File: config.mk
export PLATFORM = sky130hd
export DESIGN_NAME = stack_mem_arbiter
export DESIGN_NICKNAME = d
export VERILOG_FILES = /design/src/rtl/stack_mem_arbiter.sv
export SDC_FILE = /design/constraint.sdc
export NUM_CORES = 1
export LEC_CHECK = 0
export CELL_PAD_IN_SITES_DETAIL_PLACEMENT = 1
export CELL_PAD_IN_SITES_GLOBAL_PLACEMENT = 1
export CORE_UTILIZATION = 30
export CTS_CLUSTER_SIZE = 30
export DETAILED_ROUTE_END_ITERATION = 16
export PLACE_DENSITY_LB_ADDON = 0.1
export SYNTH_ARGS = -nofsm -noshare
export SYNTH_HDL_FRONTEND = slang
export SYNTH_SLANG_ARGS = --single-unit
File: constraint.sdc
create_clock -name clk -period 1.9 [get_ports clk]
set_input_delay 0.38 -clock clk [delete_from_list [all_inputs] [get_ports clk]]
set_output_delay 0.38 -clock clk [all_outputs]
set_load 0.05 [all_outputs]
File: src/rtl/stack_mem_arbiter.sv
// Two-requester arbiter in front of a single-port RAM with fixed read latency.
// One transaction at a time: IDLE -> CMD -> (WAIT) -> DONE -> IDLE.
// Round-robin on ties, with the first tie after reset going to requester 0.
module stack_mem_arbiter #(
  parameter int DATA_WIDTH = 32,
  parameter int ADDR_WIDTH = 10,
  parameter int RD_LAT     = 1
) (
  input  logic                  clk,
  input  logic                  reset,
  input  logic                  m0_req,
  input  logic                  m0_we,
  input  logic [ADDR_WIDTH-1:0] m0_addr,
  input  logic [DATA_WIDTH-1:0] m0_wdata,
  input  logic                  m1_req,
  input  logic                  m1_we,
  input  logic [ADDR_WIDTH-1:0] m1_addr,
  input  logic [DATA_WIDTH-1:0] m1_wdata,
  output logic                  m0_ack,
  output logic [DATA_WIDTH-1:0] m0_rdata,
  output logic                  m1_ack,
  output logic [DATA_WIDTH-1:0] m1_rdata,
  output logic [ADDR_WIDTH-1:0] ram_addr,
  output logic [DATA_WIDTH-1:0] ram_wdata,
  output logic                  ram_we,
  input  logic [DATA_WIDTH-1:0] ram_rdata,
  output logic                  busy,
  output logic                  grant
);

  typedef enum logic [1:0] {IDLE, CMD, WAIT, DONE} state_t;

  // Last WAIT cycle index; WAIT is skipped entirely when RD_LAT is 1.
  localparam logic [1:0] WAIT_LAST = 2'((RD_LAT > 1) ? (RD_LAT - 2) : 0);

  state_t                state, next_state;
  logic                  lat_we;
  logic [1:0]            wait_cnt;
  logic [DATA_WIDTH-1:0] m0_rdata_q, m1_rdata_q;
  logic                  take, pick;
  logic                  done_rd;

  // Arbitration: decide whether IDLE starts a transaction and for whom.
  always_comb begin
    // NOTE: every signal assigned in always_comb gets a default first; a path
    // that leaves one unassigned would infer a latch.
    take = 1'b0;
    pick = grant;
    if (m0_req && m1_req) begin
      take = 1'b1;
      pick = ~grant;
    end else if (m0_req) begin
      take = 1'b1;
      pick = 1'b0;
    end else if (m1_req) begin
      take = 1'b1;
      pick = 1'b1;
    end
  end

  // Next-state logic.
  always_comb begin
    next_state = state;
    case (state)
      IDLE: if (take) next_state = CMD;
      CMD:  next_state = (RD_LAT > 1) ? WAIT : DONE;
      WAIT: if (wait_cnt == WAIT_LAST) next_state = DONE;
      DONE: next_state = IDLE;
      default: next_state = IDLE;
    endcase
  end

  // State register.
  always_ff @(posedge clk) begin
    // NOTE: sequential state uses non-blocking assignments so every register
    // samples pre-edge values regardless of statement order.
    if (reset) state <= IDLE;
    else       state <= next_state;
  end

  // Command latch, wait counter and read-data capture.
  always_ff @(posedge clk) begin
    if (reset) begin
      grant      <= 1'b1;
      lat_we     <= 1'b0;
      ram_addr   <= '0;
      ram_wdata  <= '0;
      wait_cnt   <= '0;
      m0_rdata_q <= '0;
      m1_rdata_q <= '0;
    end else begin
      if (state == IDLE && take) begin
        grant     <= pick;
        lat_we    <= pick ? m1_we    : m0_we;
        ram_addr  <= pick ? m1_addr  : m0_addr;
        ram_wdata <= pick ? m1_wdata : m0_wdata;
      end
      if (state == CMD)       wait_cnt <= '0;
      else if (state == WAIT) wait_cnt <= wait_cnt + 2'd1;
      if (done_rd && !grant)  m0_rdata_q <= ram_rdata;
      if (done_rd && grant)   m1_rdata_q <= ram_rdata;
    end
  end

  // Outputs: rdata bypasses the capture register in the ack cycle so it is
  // already valid when ack is seen, then holds until the next ack.
  always_comb begin
    done_rd  = (state == DONE) && !lat_we;
    busy     = (state != IDLE);
    ram_we   = (state == CMD) && lat_we;
    m0_ack   = (state == DONE) && !grant;
    m1_ack   = (state == DONE) && grant;
    m0_rdata = (done_rd && !grant) ? ram_rdata : m0_rdata_q;
    m1_rdata = (done_rd && grant)  ? ram_rdata : m1_rdata_q;
  end

endmodule

==> impl_metrics.yaml <==
outcome:
  status: "finished with violations"
  failed_checks: "negative setup slack"
logic_synthesis:
  async_flop_share_pct: 0
  yosysSeqAreaShare_pct: 46.6
  synth_area_um2: 4810
  avgSynthCellArea_um2: 9.76
  ys_warn_count: 0
  ys.flop_type: "dfxtp_1"
  synth.net_count: 620
  syn_inst: 493
  synth.distinct_cells: 28
  ys_ff_latch: 112
  synth_edf_count: 0
min_path:
  hold_class: "reg2reg"
clock_network:
  htreeDepth: 3
  cts.sinks: 112
  clkTransAtPathRegs_ns: 0.07
  clockRootBuffer: "clkbuf_16"
  postCtsHoldBufs: 0
  cts_tree: "built"
  ctsLongestPathBuffers: 2
  numCtsBuffers: 9
  insertion_delay_ns: 0.36
grt:
  grt_pass1_vias: 5146
  gr-usage-met1_pct: 24.4
  grt_start_max_net_pins: 53
  grt_overflow: 0
  grt_pass1_wl_um: 28200
  grt_util_all_layers_pct: 22.7
  met2_usage_pct: 42.6
  grtUsageMet3_pct: 6.32
  grt_busiest_layer: "met2"
  antenna_found_initial: 0
routing:
  vias_per_cell: 4.92
  drt_iter0_drc: 162
  antenna_left: 0
  drt-pass1-iter-count: 4
  wirelength_um: 18400
  vias: 4694
  route.detailed.drc: 0
  wire_per_inst_um: 19.3
critical_path:
  path_class: "reg2out"
  cp-end-kind: "output pin"
  arrival_ns: 1.94
  startpoint_type: "flip-flop"
  crit_required_ns: 1.52
  crit_fanout: 6
power:
  power.density_nw_per_um2: 981
  p_leak_nw: 3.77
  ir_drop_mv: 0.567
layout:
  drive_gt1_share_pct: 30.4
  antenna_cells: 0
  num-nets-final: 865
  fill_cells: 1660
  syn2layout_area_growth_pct: 83.2
timing:
  finalCriticalPeriod_ns: 2.32
  tns_ns: -20.72
  worst_slack_ns: -0.423
  fin_worst_skew_ns: 0.0115
  slew_violations: 0
  setup_viol: 64
  hold_viol_final: 0
  maxSlewHeadroom_pct: 60.2
  hold_ws_ns: 0.500
  fmax_ghz: 0.430
  fin_crit_sh_pct: 122
  rsz0062_at_grt: "true"
  tightest_slew_ns: 0.597
job:
  cap_violations: 0
placement:
  gp_congestion: 0.738
  dp_hpwl_um: 12200
  port_buffers: 232
  post-place-ws_ns: -0.0896
floorplan:
  num_rows: 45
  boundaryPins: 233
  dieWidth_um: 129
  die_h_um: 129
  coreArea_um2: 15400
  start_util_pct: 31.2
  die_area_um2: 16600
[worst max-delay path, cell delays in order, from the launching register on]
cell and delay, ns:
dfxtp_2 0.36, ha_4 0.14, nor3b_4 0.21, buf_6 0.13, buf_8 0.12, buf_16 0.15
mux2_4 0.32, buf_8 0.15
[timing repair]
action,4_1_cts,5_1_grt
endpoints found under the setup margin,80,71
endpoints found under the hold margin,0,0
buffers inserted,13,9
pin swaps,1,0
cloned,7,0
resized for setup,141,10
[cells in the final DEF, fill, tap and decap left out, drive strengths merged, types with 2 or more instances in the layout]
cell           netlist  layout
a311oi              43      43
and2                 3       3
buf                 17     138
bufinv               0       2
clkbuf              30      11
clkdlybuf4s50        0     120
dfxtp              112     112
dlygate4sd2          0      16
dlymetal6s2s         0       7
ha                   5       5
inv                  6       8
mux2                65      65
mux2i                2       2
nand2b               2       2
nand3               43      43
nor2                46      46
nor2b               66      66
nor3                 2       2
o21ai               43      43
[Yosys cell counts (all sizes together), types with 2 or more instances]
| master | count | area (um^2) |
|---|---|---|
| a311oi | 43 | 377 |
| and2 | 3 | 18.8 |
| buf | 17 | 109 |
| clkbuf | 30 | 118 |
| dfxtp | 112 | 2240 |
| ha | 5 | 62.6 |
| inv | 6 | 22.5 |
| mux2 | 65 | 732 |
| mux2i | 2 | 20.0 |
| nand2b | 2 | 12.5 |
| nand3 | 43 | 215 |
| nor2 | 46 | 173 |
| nor2b | 66 | 413 |
| nor3 | 2 | 10.0 |
| o21ai | 43 | 215 |
[metrics by stage]
step           power [mW]  util (%)  std cells  instance area (um^2)
2_1_floorplan        4.82         -        493                  4810
3_3_place_gp         6.29      50.3        915                  7760
3_5_place_dp         6.37      50.3        915                  7760
4_1_cts              8.75      57.0        950                  8800
5_1_grt              9.05      57.1        954                  8820
6_report             8.65      57.1        954                  8820
[area by class of cell]
class                   count  area (um^2)  share of cell area (%)
clock buffers              11          243                    2.75
clock inverters             5         86.3                   0.979
inverters                   6         22.5                   0.255
multi-input cells         328         2550                    28.9
flip-flops and latches    112         2250                    25.5
well taps                 211          264                    2.99
repair buffers            281         3410                    38.6
[cell families (layout without fill, tap and decap cells)]
group	after synthesis	in the layout	synth area share, %
AOI/OAI and AO/OA	89	89	12.9
adders and majority gates	5	5	1.30
muxes	67	67	15.6
DFF	112	112	46.6
xor gates and xnor gates	1	1	0.182
buffers and inverters	53	303	5.17
and+or+nand+nor	166	166	18.3
[routing by layer]
metal	routed length, um	vias up
li1	-	2227
met2	9800	161
met4	386	0
met3	1140	21
met5	0	-
met1	7080	2285
[state kept, by name (all words and copies together) (netlist names)]
register / flops
lat_we: 1
m1_rdata_q: 32
ram_wdata: 32
grant: 1
wait_cnt: 2
state: 2
m0_rdata_q: 32
ram_addr: 10
[power by group]
part           switching, mW  internal, mW
clock                  0.908          1.21
combinational           2.14          1.64
sequential             0.139          2.61
[path summary, 6_finish.rpt]
path | to | slack, ns | depth (start not counted) | from
hold / removal | ram_wdata[31] | 0.50 | 2 | ram_wdata[31]
setup / recovery | m0_rdata[30] | -0.42 | 7 | state[0]
hold reg to reg | ram_wdata[31] | 0.50 | 2 | ram_wdata[31]
setup reg to reg | m1_rdata_q[18] | 0.08 | 9 | state[0]
No activity file was read; power rests on OpenSTA's default activity.
